--- src/rtl/spi_rom_reader.sv ---
// SPI mode-0 flash burst reader: opcode + address out,
// then a stream of bytes through a one-entry valid/ready register.
`timescale 1ns/1ps

module spi_rom_reader #(
  parameter int         CLK_DIV = 2,
  parameter int         ADDR_W  = 24,
  parameter int         LEN_W   = 8,
  parameter logic [7:0] CMD     = 8'h03,
  parameter int         CS_HIGH = 2
) (
  input  logic              clk,
  input  logic              rst_n,
  input  logic              start,
  input  logic [ADDR_W-1:0] addr,
  input  logic [LEN_W-1:0]  len,
  input  logic              abort,
  output logic              busy,
  output logic              done,
  output logic [7:0]        data,
  output logic              data_valid,
  input  logic              data_ready,
  output logic              spi_cs_n,
  output logic              spi_sclk,
  output logic              spi_mosi,
  input  logic              spi_miso
);

  localparam int SH_W = 8 + ADDR_W;
  localparam int BW   = $clog2(SH_W + 1);
  localparam int EW   = (CS_HIGH > 1) ? $clog2(CS_HIGH) : 1;
  localparam logic [7:0]    DIV_LAST = 8'(CLK_DIV - 1);
  localparam logic [EW-1:0] END_LAST = EW'(CS_HIGH - 1);

  typedef enum logic [2:0] {
    S_IDLE, S_CMD, S_ADDR, S_DATA, S_STALL, S_END
  } state_e;

  state_e state_q, state_d;

  logic [7:0]      div_q, div_d;
  logic            sclk_q, sclk_d;
  logic            cs_n_q, cs_n_d;
  logic            mosi_q, mosi_d;
  logic            done_q, done_d;
  // First opcode bit goes straight to mosi, so it is not stored here.
  logic [SH_W-2:0] tx_q, tx_d;
  logic [BW-1:0]   bit_q, bit_d;
  logic [7:0]      rx_q, rx_d;
  logic [7:0]      data_q, data_d;
  logic            dv_q, dv_d;
  logic [LEN_W-1:0] len_q, len_d;
  logic [LEN_W-1:0] byte_q, byte_d;
  logic [EW-1:0]   end_q, end_d;

  logic shifting, active, tick, rise, fall;
  logic accept, abort_hit, cmd_end, addr_end, byte_end;
  logic can_load, load, last;

  // SCLK edge events and byte hand-off decisions
  always_comb begin
    shifting  = (state_q == S_CMD) || (state_q == S_ADDR) ||
                (state_q == S_DATA);
    active    = shifting || (state_q == S_STALL);
    tick      = shifting && (div_q == DIV_LAST);
    rise      = tick && !sclk_q;
    fall      = tick && sclk_q;
    abort_hit = abort && active;
    accept    = (state_q == S_IDLE) && start && !abort &&
                (len != '0);
    cmd_end   = fall && (state_q == S_CMD) && (bit_q == BW'(8));
    addr_end  = fall && (state_q == S_ADDR) &&
                (bit_q == BW'(SH_W));
    byte_end  = fall && (state_q == S_DATA) && (bit_q == BW'(8));
    can_load  = !dv_q || data_ready;
    load      = !abort_hit &&
                ((byte_end && can_load) ||
                 ((state_q == S_STALL) && data_ready));
    last      = load && ((byte_q + LEN_W'(1)) == len_q);
  end

  // State register
  always_ff @(posedge clk or negedge rst_n) begin
    if (!rst_n) state_q <= S_IDLE;
    else        state_q <= state_d;
  end

  // Next-state logic
  always_comb begin
    state_d = state_q;
    unique case (state_q)
      S_IDLE:  if (accept) state_d = S_CMD;
      S_CMD: begin
        if (abort_hit)    state_d = S_END;
        else if (cmd_end) state_d = S_ADDR;
      end
      S_ADDR: begin
        if (abort_hit)     state_d = S_END;
        else if (addr_end) state_d = S_DATA;
      end
      S_DATA: begin
        if (abort_hit)      state_d = S_END;
        else if (byte_end) begin
          if (!can_load)    state_d = S_STALL;
          else if (last)    state_d = S_END;
        end
      end
      S_STALL: begin
        if (abort_hit) state_d = S_END;
        else if (load) state_d = last ? S_END : S_DATA;
      end
      S_END:   if (end_q == END_LAST) state_d = S_IDLE;
      default: state_d = S_IDLE;
    endcase
  end

  // Datapath and registered outputs, next values
  always_comb begin
    sclk_d = sclk_q;
    cs_n_d = cs_n_q;
    mosi_d = mosi_q;
    done_d = 1'b0;
    div_d  = div_q;
    tx_d   = tx_q;
    bit_d  = bit_q;
    rx_d   = rx_q;
    data_d = data_q;
    dv_d   = dv_q;
    len_d  = len_q;
    byte_d = byte_q;
    end_d  = '0;
    if (dv_q && data_ready) dv_d = 1'b0;
    if (load) begin
      data_d = rx_q;
      dv_d   = 1'b1;
      byte_d = byte_q + LEN_W'(1);
    end
    if (last) begin
      cs_n_d = 1'b1;
      done_d = 1'b1;
    end
    unique case (state_q)
      S_IDLE: begin
        sclk_d = 1'b0;
        div_d  = '0;
        if (start && (len == '0)) done_d = 1'b1;
        if (accept) begin
          cs_n_d = 1'b0;
          tx_d   = {CMD[6:0], addr};
          mosi_d = CMD[7];
          len_d  = len;
          byte_d = '0;
          bit_d  = '0;
          rx_d   = '0;
        end
      end
      S_CMD, S_ADDR, S_DATA: begin
        if (tick) begin
          div_d  = '0;
          sclk_d = !sclk_q;
        end else begin
          div_d = div_q + 8'd1;
        end
        if (rise) begin
          bit_d = bit_q + BW'(1);
          if (state_q == S_DATA) rx_d = {rx_q[6:0], spi_miso};
        end
        if (fall && (state_q != S_DATA)) begin
          tx_d   = tx_q << 1;
          mosi_d = tx_q[SH_W-2];
        end
        if (addr_end) begin
          mosi_d = 1'b0;
          bit_d  = '0;
        end
        if (byte_end) bit_d = '0;
      end
      S_STALL: begin
        sclk_d = 1'b0;
        div_d  = '0;
      end
      S_END: begin
        end_d = (end_q == END_LAST) ? '0 : end_q + EW'(1);
      end
      default: ;
    endcase
    // Abort drops the partial or stalled byte; the output
    // register keeps whatever the consumer has not taken yet.
    if (abort_hit) begin
      cs_n_d = 1'b1;
      sclk_d = 1'b0;
      mosi_d = 1'b0;
      done_d = 1'b1;
      div_d  = '0;
      bit_d  = '0;
    end
  end

  // Datapath registers
  always_ff @(posedge clk or negedge rst_n) begin
    if (!rst_n) begin
      sclk_q <= 1'b0;
      cs_n_q <= 1'b1;
      mosi_q <= 1'b0;
      done_q <= 1'b0;
      div_q  <= '0;
      tx_q   <= '0;
      bit_q  <= '0;
      rx_q   <= '0;
      data_q <= '0;
      dv_q   <= 1'b0;
      len_q  <= '0;
      byte_q <= '0;
      end_q  <= '0;
    end else begin
      sclk_q <= sclk_d;
      cs_n_q <= cs_n_d;
      mosi_q <= mosi_d;
      done_q <= done_d;
      div_q  <= div_d;
      tx_q   <= tx_d;
      bit_q  <= bit_d;
      rx_q   <= rx_d;
      data_q <= data_d;
      dv_q   <= dv_d;
      len_q  <= len_d;
      byte_q <= byte_d;
      end_q  <= end_d;
    end
  end

  assign busy       = (state_q != S_IDLE);
  assign done       = done_q;
  assign data       = data_q;
  assign data_valid = dv_q;
  assign spi_cs_n   = cs_n_q;
  assign spi_sclk   = sclk_q;
  assign spi_mosi   = mosi_q;

endmodule

--- config.mk ---
export PLATFORM = sky130hd
export DESIGN_NAME = spi_rom_reader
export DESIGN_NICKNAME = d
export VERILOG_FILES = /design/src/rtl/spi_rom_reader.sv
export SDC_FILE = /design/constraint.sdc
export NUM_CORES = 1
export LEC_CHECK = 0
export ABC_AREA = 1
export CAP_MARGIN = 15
export CORE_MARGIN = 10
export CORE_UTILIZATION = 45
export CTS_CLUSTER_DIAMETER = 80
export DETAILED_ROUTE_END_ITERATION = 16
export PLACE_DENSITY = 0.66
export SYNTH_ARGS = -nofsm -noshare
export SYNTH_HDL_FRONTEND = slang
export SYNTH_SLANG_ARGS = --single-unit
--- constraint.sdc ---
create_clock -name clk -period 3.3 [get_ports clk]
set_input_delay 0.99 -clock clk [delete_from_list [all_inputs] [get_ports clk]]
set_output_delay 0.99 -clock clk [all_outputs]
set_load 0.1 [all_outputs]
=== Word level (Yosys, flattened, before mapping) ===
Index checks and enable logic that the tools add are counted.

* Output and inout port bits: 14
* Word-level logic and storage cells: 141
* Bits of input ports: 38
* Bits in registers: 86

* Multiplexer cells: 53
* Add/subtract/negate cells: 4
* Equality and inequality tests: 24
* Reduce and logical (&&, ||, !) cells: 46

{| class="wikitable"
|+ Operators with widths
! cell !! count
|-
| $mux 8 || 8
|-
| $mux 31 || 2
|-
| $pmux 31 s2 || 1
|-
| $mux 3 || 13
|-
| $pmux 8 s2 || 2
|-
| $mux 6 || 5
|-
| $logic_and 1x1->1 || 20
|-
| $mux 1 || 18
|-
| $ne 3x3->1 const B || 6
|-
| $pmux 3 s6 || 1
|-
| $add 8x1->8 const B || 2
|-
| $pmux 6 s2 || 1
|-
| $ne 2x2->1 const B || 5
|-
| $reduce_and 3->1 || 3
|-
| $reduce_bool 3->1 || 3
|-
| $eq 8x1->1 const B || 1
|-
| $eq 8x8->1 || 1
|-
| $logic_not 8->1 || 1
|-
| $ne 4x4->1 const B || 2
|-
| $reduce_bool 8->1 || 1
|-
| $reduce_and 7->1 || 1
|-
| $add 6x1->6 const B || 1
|-
| $eq 3x2->1 const B || 2
|-
| $eq 3x3->1 const B || 2
|-
| 15 further kinds || 25
|}

=== Longest topological paths before layout ===
Gate-level depths: netlist of run 1.

* Depth in word-level cells: 16
* Mapped depth: 17

=== Worst setup path after synthesis of run 1 ===
No wires, ideal clock.

* Path kind: input-to-reg
* From: in abort
* To: reg tx_q[10]
* Library setup time: 0.130 ns
* Setup slack: 1.110 ns
* Data arrival time: 2.060 ns
* Stages on the path: 9
* Cell sequence: inv_1 -> nand3_2 -> inv_2 -> nand2_1 -> inv_2 -> nor2_4 -> a21oi_4 -> buf_2 -> a31oi_1

* Word-level cells in the longest chain between the ends: 5

{| class="wikitable"
|+ Ends and longest elaborated chain
! item !! line !! source
|-
| start: declaration || 17 || <nowiki>input logic abort,</nowiki>
|-
| $logic_not 1->1 || 69 || <nowiki>accept = (state_q == S_IDLE) && start && !abort &&</nowiki>
|-
| $logic_and 1x1->1 (2 in series) || 69 ||
|-
| $ne 2x2->1 (no line) || -- ||
|-
| $reduce_and 3->1 (no line) || -- ||
|-
| end signal: assignment || 221 || <nowiki>tx_q <= tx_d;</nowiki>
|-
| end: declaration || 47 || <nowiki>logic [SH_W-2:0] tx_q, tx_d;</nowiki>
|}

No other way between the ends.
A chain may end at the register's enable or synchronous reset.

=== Worst setup path in the final report of run 1 ===
* From: in abort
* To: reg bit_q[3]

* Word-level cells in the longest chain between the ends: 5

{| class="wikitable"
|+ Ends and longest elaborated chain
! item !! line !! source
|-
| $logic_not 1->1 || 69 ||
|-
| $logic_and 1x1->1 (2 in series) || 69 ||
|-
| $ne 3x3->1 (no line) || -- ||
|-
| $reduce_and 3->1 (no line) || -- ||
|-
| end signal: assignment || 222 || <nowiki>bit_q <= bit_d;</nowiki>
|-
| end: declaration || 48 || <nowiki>logic [BW-1:0] bit_q, bit_d;</nowiki>
|}

Several ways; a longest one is shown, not always the timed one.

==> out/results.md, run 1 <==
### Outcome
- finished, final reports clean — result of the run

### STA
- 0 ns — total negative setup slack
- 0.4201 ns — worst hold slack
- 0 — final number of hold-violating endpoints
- 68.56% — max_slew headroom
- 0 — setup violation total in the final timing report
- 0.003411 ns — Clock Skews
- 0.4717 ns — Least-Margin Pin Slew
- 389.8 MHz — fmax
- 77.74% — share of the clock period used by the worst path
- 2.565 ns — Period minus WS final
- false — RSZ-0062 raised after global routing
- 0 — Max Slew Vio Count

### Power
- 898.4 nW/um^2 — Pwr Density
- 2.366 nW — Leak Pwr
- 4.645 mW — post-route total power
- 440.4 uV — Max VDD drop

### Routing
- 9720 um — Total Routed Length
- 13.15 um — per-cell routed wire length
- 4 — Initial DRT Pass Iterations
- 0 — antenna-violating nets left
- 3746 — routed vias
- 0 — number of remaining DRC errors
- 5.069 — average vias per placed instance
- 290 — detailed router's first-iteration violation count

### Clocking
- 0.08 ns — clock input transition at the sequential cells of the worst setup and hold paths
- 2 — number of buffers on the longest clock path
- 0 — hold-fix buffer count after cts
- 9 — number of CTS-inserted buffers
- 86 — number of sinks handled by clock tree synthesis
- 0 — post-CTS setup buffer count
- 0.36 ns — clock latency of the later-clocked register in the worst-skew pair
- 0 — Gates resized, CTS repair
- clkbuf_8 — library cell used as clock root buffer
- yes — clock tree from TritonCTS
- 3 — H-Tree Depth

### Yosys
- 100.0% — fraction of registers with async set/reset
- 4409 sq um — netlist area before placement
- 86 — Yosys reg bits
- 48.84% — share of the yosys chip area belonging to registers
- 48.24% — area fraction of the dominant cell type after synthesis
- nand2_1, dfrtp_1, nor2_1, inv_1, o21ai_0 — cell types with the highest counts after synthesis
- 42 — Cell variety after synth
- dfrtp_1 — top flip-flop cell by instance count after synthesis
- 0 — yosys warns
- nand2_1 — cell with the most instances after synthesis
- 554 — synthesized instance count
- 7.959 sq um — mean post-synth cell area
- dfrtp_1, nand2_1, nor2_1 — ranking of synthesized cells by area
- 597 — Mapped Nets
- 0 — EDFF count, synth
- dfrtp_1 — cell taking the most area after synthesis

### Hold path
- 1 — count of cells along the worst hold path
- register to register — type of the worst min-delay path

### Setup path
- input pin to register — type of the worst setup path
- abort — timing startpoint of the critical path
- 11 — Max Fanout on Critical Path
- 3.53 ns — required time reported for the critical path endpoint
- bit_q[3]$_DFFE_PN0P_ — capture point of the worst path
- clkdlybuf4s50_1 -> inv_1 -> nor3_4 -> nor3_2 -> nand2_1 -> nand2_1 -> nand2_1 -> nand3b_1 -> o21ai_1 — worst-path cell chain
- 9 — count of cell instances traversed by the critical path
- byte_q[0]$_DFF_PN0_ — beginning of the worst register-to-register path
- simple AND/OR/NAND/NOR gates — crit-path leading delay family
- register — Crit. End Element
- 0.45 ns — worst stage delay on the critical path
- clkdlybuf4s50_1 — critical path's slowest cell
- input pin — element type at the critical path start
- 2.80 ns — WP data arrival
- 1.08 ns — reg-to-reg setup timing slack
- 16 — number of cell instances on the worst register-to-register path
- state_q[0]$_DFFE_PN0P_ — endpoint of the lowest-slack register-to-register path
- nand2_1 — most repeated library cell on the critical path
- 2 — Bufs and invs on worst path

### Global route
- 17230 um — global-route wire length before repair
- 3.826% — met3 Track Usage GR
- met2 — GRT busiest layer
- 3829 — vias in the first global route
- 0 — antenna violations before repair
- 0 — GRT Residual Overflow
- 63 — maximum number of pins on one net before global-route repair
- 18.64% — GR Layer Usage met1
- 14.39% — gr usage total
- 22.03% — met2 usage in global routing

### Cells and area
- 646 — Total Nets Final
- 8.581% — layout cell share with drive strength beyond 1
- 0 — Inserted Diodes
- 17.25% — growth of design area from synthesis to finish

### Place
- 0.8513 — last weighted congestion value of the routability-driven placer
- 7048 um — Detail Placement HPWL
- 51 — count of buffers inserted at the top-level ports

### Floorplanning
- 45.74% — Initial Utilization
- 9639 sq um — core region area
- 36 — floorplan row count
- 119.0 um — die outline width
- 119.0 um — y dimension of the die
- 52 — number of top-level design ports
- 14160 sq um — area enclosed by the die boundary

### Job
- 0 — number of max-cap violations

area by class of cell:
cell class                      instances  area [sq um]
Multi-Input combinational cell        393          1933
Sequential cell                        86          2153
Tap cell                              133         166.4
Timing Repair Buffer                   59         558.0
Inverter                               54         202.7
Clock inverter                          1         7.507
Clock buffer                           13         148.9
Fill cell                             947          4469
kinds of logic after synthesis:
logic type	synth area share, %
DFF	48.84
xor gates and xnor gates	1.589
buffers and inverters	7.321
and+or+nand+nor	28.92
AOI/OAI and AO/OA	11.92
adders and majority gates	1.419
registers in the layout, summed over array words and instances (netlist names):
register	cells
len_q	8
div_q	8
spi_mosi	1
data_valid	1
state_q	3
end_q	1
byte_q	8
rx_q	8
spi_sclk	1
done	1
data	8
bit_q	6
spi_cs_n	1
tx_q	31
power breakdown:
group | switching, mW | internal (mW) | leakage [nW] | total (mW)
logic | 1.57 | 0.723 | 1.20 | 2.29
clock network | 0.359 | 0.287 | 0.0756 | 0.646
registers | 0.263 | 1.45 | 1.09 | 1.71
how the worst min path moves through the flow:
stage	endpoint	start	slack (ns)
6_report	end_q$_DFF_PN0_	end_q$_DFF_PN0_	0.42
5_1_grt	end_q$_DFF_PN0_	end_q$_DFF_PN0_	0.45
4_1_cts	end_q$_DFF_PN0_	end_q$_DFF_PN0_	0.42
3_5_place_dp	end_q$_DFF_PN0_	end_q$_DFF_PN0_	0.41
3_3_place_gp	end_q$_DFF_PN0_	end_q$_DFF_PN0_	0.40
2_1_floorplan	end_q$_DFF_PN0_	end_q$_DFF_PN0_	0.39
layer usage:
metal / up-vias / routed length, um
li1: 1899 / -
met1: 1753 / 4701
met2: 78 / 4378
met3: 16 / 474
met4: 0 / 166
met5: - / 0
layout by cell type, fill, tap and decap left out, types with 2 or more instances in the layout:
| master | instances |
|---|---|
| a31oi_1 | 27 |
| clkbuf_8 | 10 |
| nor2_8 | 2 |
| ha_1 | 5 |
| xnor2_1 | 2 |
| nor3_1 | 9 |
| nand3_1 | 28 |
| nor2_1 | 66 |
| clkdlybuf4s50_1 | 36 |
| dfrtp_1 | 85 |
| buf_12 | 2 |
| nand4_1 | 10 |
| clkbuf_1 | 3 |
| nand3_2 | 2 |
| xor2_1 | 6 |
| a21oi_1 | 10 |
| nor4_1 | 2 |
| nand3b_1 | 3 |
| inv_2 | 4 |
| o21ai_1 | 6 |
| buf_4 | 21 |
| nand2_1 | 162 |
| a211oi_1 | 2 |
| a21oi_4 | 2 |
| inv_1 | 49 |
| o21ai_0 | 33 |
| o21a_1 | 2 |
| nor3b_1 | 2 |
stage by stage:
step / area (sq um) / worst slack (ns) / utilization, % / std cells
2_1_floorplan: 4409 / 1.110 / - / 554
4_1_cts: 5170 / 0.7741 / 53.63 / 739
3_3_place_gp: 5014 / 0.4641 / 52.01 / 725
5_1_grt: 5170 / 0.5172 / 53.63 / 739
3_5_place_dp: 5014 / 0.3894 / 52.01 / 725
6_report: 5170 / 0.7347 / 53.63 / 739
worst register-to-register path, delay by kind of cell (launching register included):
family,cells,cell delay [ns]
flip-flops,1,0.50
adder cells (fa/ha/maj),1,0.22
AND/OR/NAND/NOR,14,1.33
AO/OA/AOI/OAI,1,0.06
Note: power is estimated with default switching activity, not from simulation.
==> run 2, diff against run 1 <==
- PLACE_DENSITY: 0.66 -> 0.69
- clock period: 3.3 -> 2.3 ns (I/O delays scaled with it)
==> out/results.md, run 2 (synthesis results as in run 1) <==
### Outcome
- finished, final reports clean — result of the run

### Setup path
- register — element type at the critical path start
- register to primary output — type of the worst setup path
- primary output — Crit. End Element
- 1.51 ns — WP data arrival
- 6 — Max Fanout on Critical Path
- 1.61 ns — required time reported for the critical path endpoint

### Job
- 0 — number of max-cap violations

### STA
- 73.69% — max_slew headroom
- 0.01197 ns — Clock Skews
- 0.3946 ns — Least-Margin Pin Slew
- 454.0 MHz — fmax
- 0 — Max Slew Vio Count
- 2.202 ns — Period minus WS final
- 0.2421 ns — worst hold slack
- 0 — setup violation total in the final timing report
- 95.76% — share of the clock period used by the worst path
- 0.09758 ns — crit path setup slack, layout
- false — RSZ-0062 raised after global routing
- 0 — final number of hold-violating endpoints
- 0 ns — total negative setup slack

### Global route
- 17150 um — global-route wire length before repair
- 0 — GRT Residual Overflow
- 3756 — vias in the first global route
- 44 — maximum number of pins on one net before global-route repair
- 14.38% — gr usage total
- 0 — antenna violations before repair

### Cells and area
- tx_q — Largest Register
- 887 — fill cell total of the finished layout
- 669 — Total Nets Final
- nand2_1 — most common library cell in the layout ignoring fill and taps
- 5454 sq um — area of all placed cells without fillers
- nand2_1, dfrtp_1, nor2_1 — commonest cells after routing, fill and taps aside
- 31 — flip-flop count of the largest register, all copies and words added
- 1953 sq um — multi-input gate area in the final layout
- 2153 sq um — flip-flop and latch area
- 0 — Inserted Diodes
- 763 — post-layout instance count excluding filler cells
- 56.58% — fraction of the core area covered by cells at the end of the flow
- 23.69% — growth of design area from synthesis to finish
- 13.02% — layout cell share with drive strength beyond 1

### Place
- 5261 sq um — Placement Cell Area
- 51 — count of buffers inserted at the top-level ports
- 7240 um — Detail Placement HPWL
- 748 — number of placed cells counting well taps
- -0.1466 ns — Worst Setup Slack post-DPL
- 0.8662 — last weighted congestion value of the routability-driven placer

### Clocking
- clkbuf_8 — library cell used as clock root buffer
- 0.09 ns — clock input transition at the sequential cells of the worst setup and hold paths
- 0.36 ns — clock latency of the later-clocked register in the worst-skew pair
- 86 — number of sinks handled by clock tree synthesis
- 9 — number of CTS-inserted buffers
- 0 — hold-fix buffer count after cts
- yes — clock tree from TritonCTS
- 2 — number of buffers on the longest clock path
- 3 — H-Tree Depth

### Routing
- 4.999 — average vias per placed instance
- 5 — Initial DRT Pass Iterations
- 0 — number of remaining DRC errors
- 9879 um — Total Routed Length
- 296 — detailed router's first-iteration violation count
- 3814 — routed vias
- 12.95 um — per-cell routed wire length
- 0 — antenna-violating nets left

### Floorplanning
- 14160 sq um — area enclosed by the die boundary
- 36 — floorplan row count
- 52 — number of top-level design ports
- 119.0 um — y dimension of the die
- 45.74% — Initial Utilization
- 119.0 um — die outline width
- 9639 sq um — core region area

### Power
- 3.257 mW — Switching Power
- 3.883 mW — internal power of the cells
- 52.5% — share of total power in combinational logic
- 7.140 mW — post-route total power
- 2.518 nW — Leak Pwr
- 1309 nW/um^2 — Pwr Density
- 13.1% — share of total power in the clock network
- 563.0 uV — Max VDD drop
- 34.4% — power share of the sequential group
- 45.61% — proportion of total power due to net switching

### Hold path
- input pin to asynchronous set/reset pin — type of the worst min-delay path

## run 2: path summary, 6_finish.rpt
kind / endpoint / cells after the start / slack [ns] / startpoint
max in group asynchronous: state_q[2]$_DFFE_PN0P_ / 2 / 1.48 / rst_n
setup / recovery: busy / 4 / 0.1 / state_q[1]$_DFFE_PN0P_
hold reg to reg: end_q$_DFF_PN0_ / 1 / 0.43 / end_q$_DFF_PN0_
min in group clk: end_q$_DFF_PN0_ / 1 / 0.43 / end_q$_DFF_PN0_
hold / removal: len_q[6]$_DFFE_PN0P_ / 1 / 0.24 / rst_n
setup reg to reg: tx_q[2]$_DFFE_PN0P_ / 13 / 0.20 / state_q[1]$_DFFE_PN0P_
## run 2: layer usage
metal | vias to the layer above | GRT usage [%] | part of all wire [%]
met2 | 82 | 22.10 | 46
li1 | 1949 | - | -
met3 | 12 | 3.637 | 4.2
met1 | 1771 | 18.78 | 48
met4 | 0 | 6.260 | 1.5
met5 | - | 0 | 0
## run 2: power groups by stage
stage / registers [mW] / clock network, mW / logic (mW)
6_report: 2.46 / 0.936 / 3.75
2_1_floorplan: 2.77 / 0 / 2.31
3_3_place_gp: 2.45 / 0 / 3.64
3_5_place_dp: 2.48 / 0 / 3.74
5_1_grt: 2.53 / 1.05 / 4.18
4_1_cts: 2.45 / 0.968 / 3.75
## run 2: repair_timing
action | in CTS | in global routing
gates resized for setup | 0 | 7
buffers inserted | 0 | 0
endpoints found under the hold margin | 0 | 0
setup endpoints to repair | 0 | 34
## run 2: final cells by class
cell class | count | share of cell area, %
flip-flops and latches | 86 | 39.48
clock buffers | 11 | 2.592
well taps | 133 | 3.051
repair buffers | 82 | 14.84
clock inverters | 4 | 0.4359
multi-input cells | 393 | 35.81
inverters | 54 | 3.785
## run 2: worst max-delay path, stage by stage, from the launching register on
cell and delay (ns):
dfrtp_1 0.50, nor2_8 0.24, nand2_4 0.07, buf_4 0.17, buf_12 0.17
==> RTL edit 1: new RTL, settings of run 1 <==
The parameter `LEN_W` goes from 8 to 4.
--- a/src/rtl/spi_rom_reader.sv
+++ b/src/rtl/spi_rom_reader.sv
@@ -5,7 +5,7 @@
 module spi_rom_reader #(
   parameter int         CLK_DIV = 2,
   parameter int         ADDR_W  = 24,
-  parameter int         LEN_W   = 8,
+  parameter int         LEN_W   = 4,
   parameter logic [7:0] CMD     = 8'h03,
   parameter int         CS_HIGH = 2
 ) (
Interface: changed (resized len); port bits go from 52 to 48. The function was not compared with the original's and may differ.
==> RTL edit 1 against run 1 <==
Routed wire length fell by 13%; sequential cell count down 8; area after synthesis decreased by 9.7%; setup slack got worse by 0.10 ns; power decreased by 1.1%; register-to-register slack worse by 0.07 ns; cell count down 14%; die area is 8.1% lower; first-iteration DRC count shrank 35%; cell area decreased by 8.9%; via count decreased by 13%.
==> RTL edit 1: results (changes against run 1) <==
Power and ir drop
  • Leakage: 0.00221 µW (was 0.00237 µW)

Final layout
  • Fillers: 827 (was 947)
  • Multi-input logic cell count: 312 (was 393)
  • Non-clk invs: 72 (was 54)
  • Area grow syn2layout: 18.3% (was 17.3%)
  • Non-Filler Instances: 636 (was 739)
  • Non-clock buffer share: 0.0994 (was 0.108)
  • Final nets: 562 (was 646)
  • Register area: 1950 µm² (was 2150 µm²)
  • Multi-input combinational area share: 0.354 (was 0.374)
  • Clock buf count: 10 (was 13)
  • Signal buffers: 50 (was 59)
  • Num sequential: 78 (was 86)

Global route
  • First-pass GRT wire length: 14,600 µm (was 17,200 µm)
  • Grt met3 use: 0.0372 (was 0.0383)
  • Largest net degree at the start of global routing: 79 (was 63)
  • GRT met2 Usage: 0.204 (was 0.220)

Routing
  • Initial drt markers: 188 (was 290)
  • Met3 wire length: 346 µm (was 474 µm)
  • Vias/cell: 5.14 (was 5.07)

Setup path
  • Worst R2R End: byte_q[2]$_DFF_PN0_ (was state_q[0]$_DFFE_PN0P_)
  • Crit path to: busy (was bit_q[3]$_DFFE_PN0P_)
  • CP max stage delay: 0.72 ns (was 0.45 ns)

Timing
  • Clock skew: 0.00629 ns (was 0.00341 ns)
  • Rel. slew slack: 0.364 (was 0.686)

Synthesis
  • Synth top area cells: dfrtp_1, nand2_1, o21ai_0 (was dfrtp_1, nand2_1, nor2_1)
  • Register area share after synthesis: 0.491 (was 0.488)
  • Synth cell count leaders: nand2_1, dfrtp_1, inv_1 (was nand2_1, dfrtp_1, nor2_1)

Placed design
  • Setup WS pre-CTS: 0.407 ns (was 0.389 ns)
  • Post-DP Area: 4500 µm² (was 5010 µm²)

Status
  • Outcome: finished clean (unchanged)
[RTL edit 1: cell types whose count changed after synthesis, moves of 4 or more]
cell,change
nand4_1,-4
o21ai_1,-5
nand3_1,+4
nor2_1,-22
nand2_1,-72
inv_1,+17
a31oi_1,-18
o211ai_1,+14
o21ai_0,+21
dfrtp_1,-8
nor3_1,-4
[RTL edit 1: worst min-delay path by stage]
stage                         start         endpoint  slack (ns)  cells after the start
global route        end_q$_DFF_PN0_  end_q$_DFF_PN0_        0.44                      1
global placement    end_q$_DFF_PN0_  end_q$_DFF_PN0_        0.42                      1
CTS                 end_q$_DFF_PN0_  end_q$_DFF_PN0_        0.43                      1
floorplan           end_q$_DFF_PN0_  end_q$_DFF_PN0_        0.39                      1
finish              end_q$_DFF_PN0_  end_q$_DFF_PN0_        0.43                      1
detailed placement  end_q$_DFF_PN0_  end_q$_DFF_PN0_        0.42                      1
==> RTL edit 2: new RTL, settings of run 1 <==
Without the edit above. `byte_q` no longer has a reset.
--- a/src/rtl/spi_rom_reader.sv
+++ b/src/rtl/spi_rom_reader.sv
@@ -210,7 +210,6 @@
       data_q <= '0;
       dv_q   <= 1'b0;
       len_q  <= '0;
-      byte_q <= '0;
       end_q  <= '0;
     end else begin
       sclk_q <= sclk_d;
@@ -224,9 +223,12 @@
       data_q <= data_d;
       dv_q   <= dv_d;
       len_q  <= len_d;
-      byte_q <= byte_d;
       end_q  <= end_d;
     end
+  end
+
+  always_ff @(posedge clk) begin
+    byte_q <= byte_d;
   end
 
   assign busy       = (state_q != S_IDLE);
Function: same outputs for any inputs over 10 cycles, from zero or initial values and one cycle with rst_n low; that may be too few to reach the edited logic, so the function may still have changed.
==> RTL edit 2 against run 1 <==
Cell area down 0.31%; sequential cell count unchanged; combinational power shrank 2%; setup slack worse by 0.16 ns; largest power group unchanged; area after synthesis shrank 0.91%; register-to-register slack worse by 0.13 ns; power up 1.2%; routed wire length decreased by 1.9%.
==> RTL edit 2: results (changes against run 1) <==
Placed design
  • Post-DP Area: 4960 µm² (was 5010 µm²)
  • Dpl hpwl: 6930 µm (was 7050 µm)
  • Dpl cells: 720 (was 725)
  • GPL Wtd Cong: 0.867 (was 0.851)

Timing
  • Rel. slew slack: 0.680 (was 0.686)
  • Fin Hold WS: 0.435 ns (was 0.420 ns)
  • Clock skew: 0.0101 ns (was 0.00341 ns)
  • Final Slew Violations: 0 (unchanged)

Setup path
  • Reg2Reg Setup Slack: 0.95 ns (was 1.08 ns)
  • Worst R2R End: bit_q[3]$_DFFE_PN0P_ (was state_q[0]$_DFFE_PN0P_)
  • Critical path's slowest cell: dfrtp_1 (was clkdlybuf4s50_1)
  • Arr. time, crit path: 1.73 ns (was 2.80 ns)
  • CP max stage delay: 0.64 ns (was 0.45 ns)
  • Crit path max fanout: 9 (was 11)
  • RR Startpoint: state_q[2]$_DFFE_PN0P_ (was byte_q[0]$_DFF_PN0_)

Routing
  • Via count: 3,721 (was 3,746)
  • DRT Wirelength: 9540 µm (was 9720 µm)
  • First drt pass iteration count: 5 (was 4)
  • Initial drt markers: 268 (was 290)

Synthesis
  • Cell variety after synth: 43 (was 42)
  • Synth cell count leaders: nand2_1, dfrtp_1, nor2_1 (unchanged)
  • Ys async rst share: 0.907 (was 1.00)
  • Synth top area cells: dfrtp_1, nand2_1, nor2_1 (unchanged)
  • Register area share after synthesis: 0.484 (was 0.488)

Power and ir drop
  • Internal power: 2480 µW (was 2460 µW)
  • Max IR drop VDD: 0.403 mV (was 0.440 mV)
  • Leakage: 0.00234 µW (was 0.00237 µW)

Clocking
  • Clock root cell: clkbuf_8 (unchanged)
  • Post-CTS Hold Buffers: 0 (unchanged)
  • Worst-path clk slew: 0.08 ns (about the same)

Final layout
  • Non-Filler Instances: 736 (was 739)
  • Share of post-route cells with drive strength above 1: 0.0923 (was 0.0858)

Global route
  • First-pass GRT wire length: 16,800 µm (was 17,200 µm)
  • Global Route Usage Sum: 0.139 (was 0.144)
  • Met1 GRT Util: 0.186 (about the same)
  • Largest net degree at the start of global routing: 63 (unchanged)
  • GRT met2 Usage: 0.213 (was 0.220)
  • Grt met3 use: 0.0305 (was 0.0383)

Worst hold path
  • HP Class: reg2reg (unchanged)

Status
  • Outcome: finished clean (unchanged)
-- RTL edit 2: layout make-up --
class | instances | area (µm²)
clock buffers | 11 | 151
clock inverters | 5 | 41.3
fillers | 896 | 4170
inverters | 54 | 203
multi-input cells | 393 | 1930
flip-flops and latches | 86 | 2110
well taps | 129 | 161
repair buffers | 58 | 551
-- RTL edit 2: cells by family (layout without fill, tap and decap cells) --
group / Yosys count / after routing / synth area share
buf+inv: 75 / 128 / 0.0739
xor+xnor: 8 / 8 / 0.0160
simple gates: 292 / 292 / 0.292
flops: 86 / 86 / 0.484
compound gates: 88 / 88 / 0.120
fa+ha+maj: 5 / 5 / 0.0143
-- RTL edit 2: worst max-delay path by stage --
stage                                      start                   end  cells after the start
after floorplan                            abort  tx_q[10]$_DFFE_PN0P_                      9
after global placement                     abort   rx_q[1]$_DFFE_PN0P_                     10
after detailed placement                   abort  bit_q[2]$_DFFE_PN0P_                      9
after CTS                 state_q[2]$_DFFE_PN0P_                  busy                      3
after global routing      state_q[2]$_DFFE_PN0P_                  busy                      3
final                     state_q[2]$_DFFE_PN0P_                  busy                      3
-- RTL edit 2: metal layers --
metal / wire, µm / up-vias
met4: 105 / 0
met5: 0 / -
li1: - / 1898
met3: 422 / 8
met2: 4230 / 82
met1: 4780 / 1733
-- RTL edit 2: power groups by stage --
stage	registers (µW)	clock network, µW	logic [µW]
6_report	1730	717	2250
3_5_place_dp	1750	0	2270
4_1_cts	1730	737	2270
2_1_floorplan	1930	0	1610
3_3_place_gp	1730	0	2230
5_1_grt	1790	782	2550
-- RTL edit 2: per-stage QoR --
stage | util | power [µW] | worst slack [ns]
floorplan | - | 3540 | 1.11
global placement | 0.532 | 3970 | 0.476
detailed placement | 0.532 | 4020 | 0.412
CTS | 0.553 | 4740 | 0.552
global route | 0.553 | 5120 | 0.496
finish | 0.553 | 4700 | 0.580
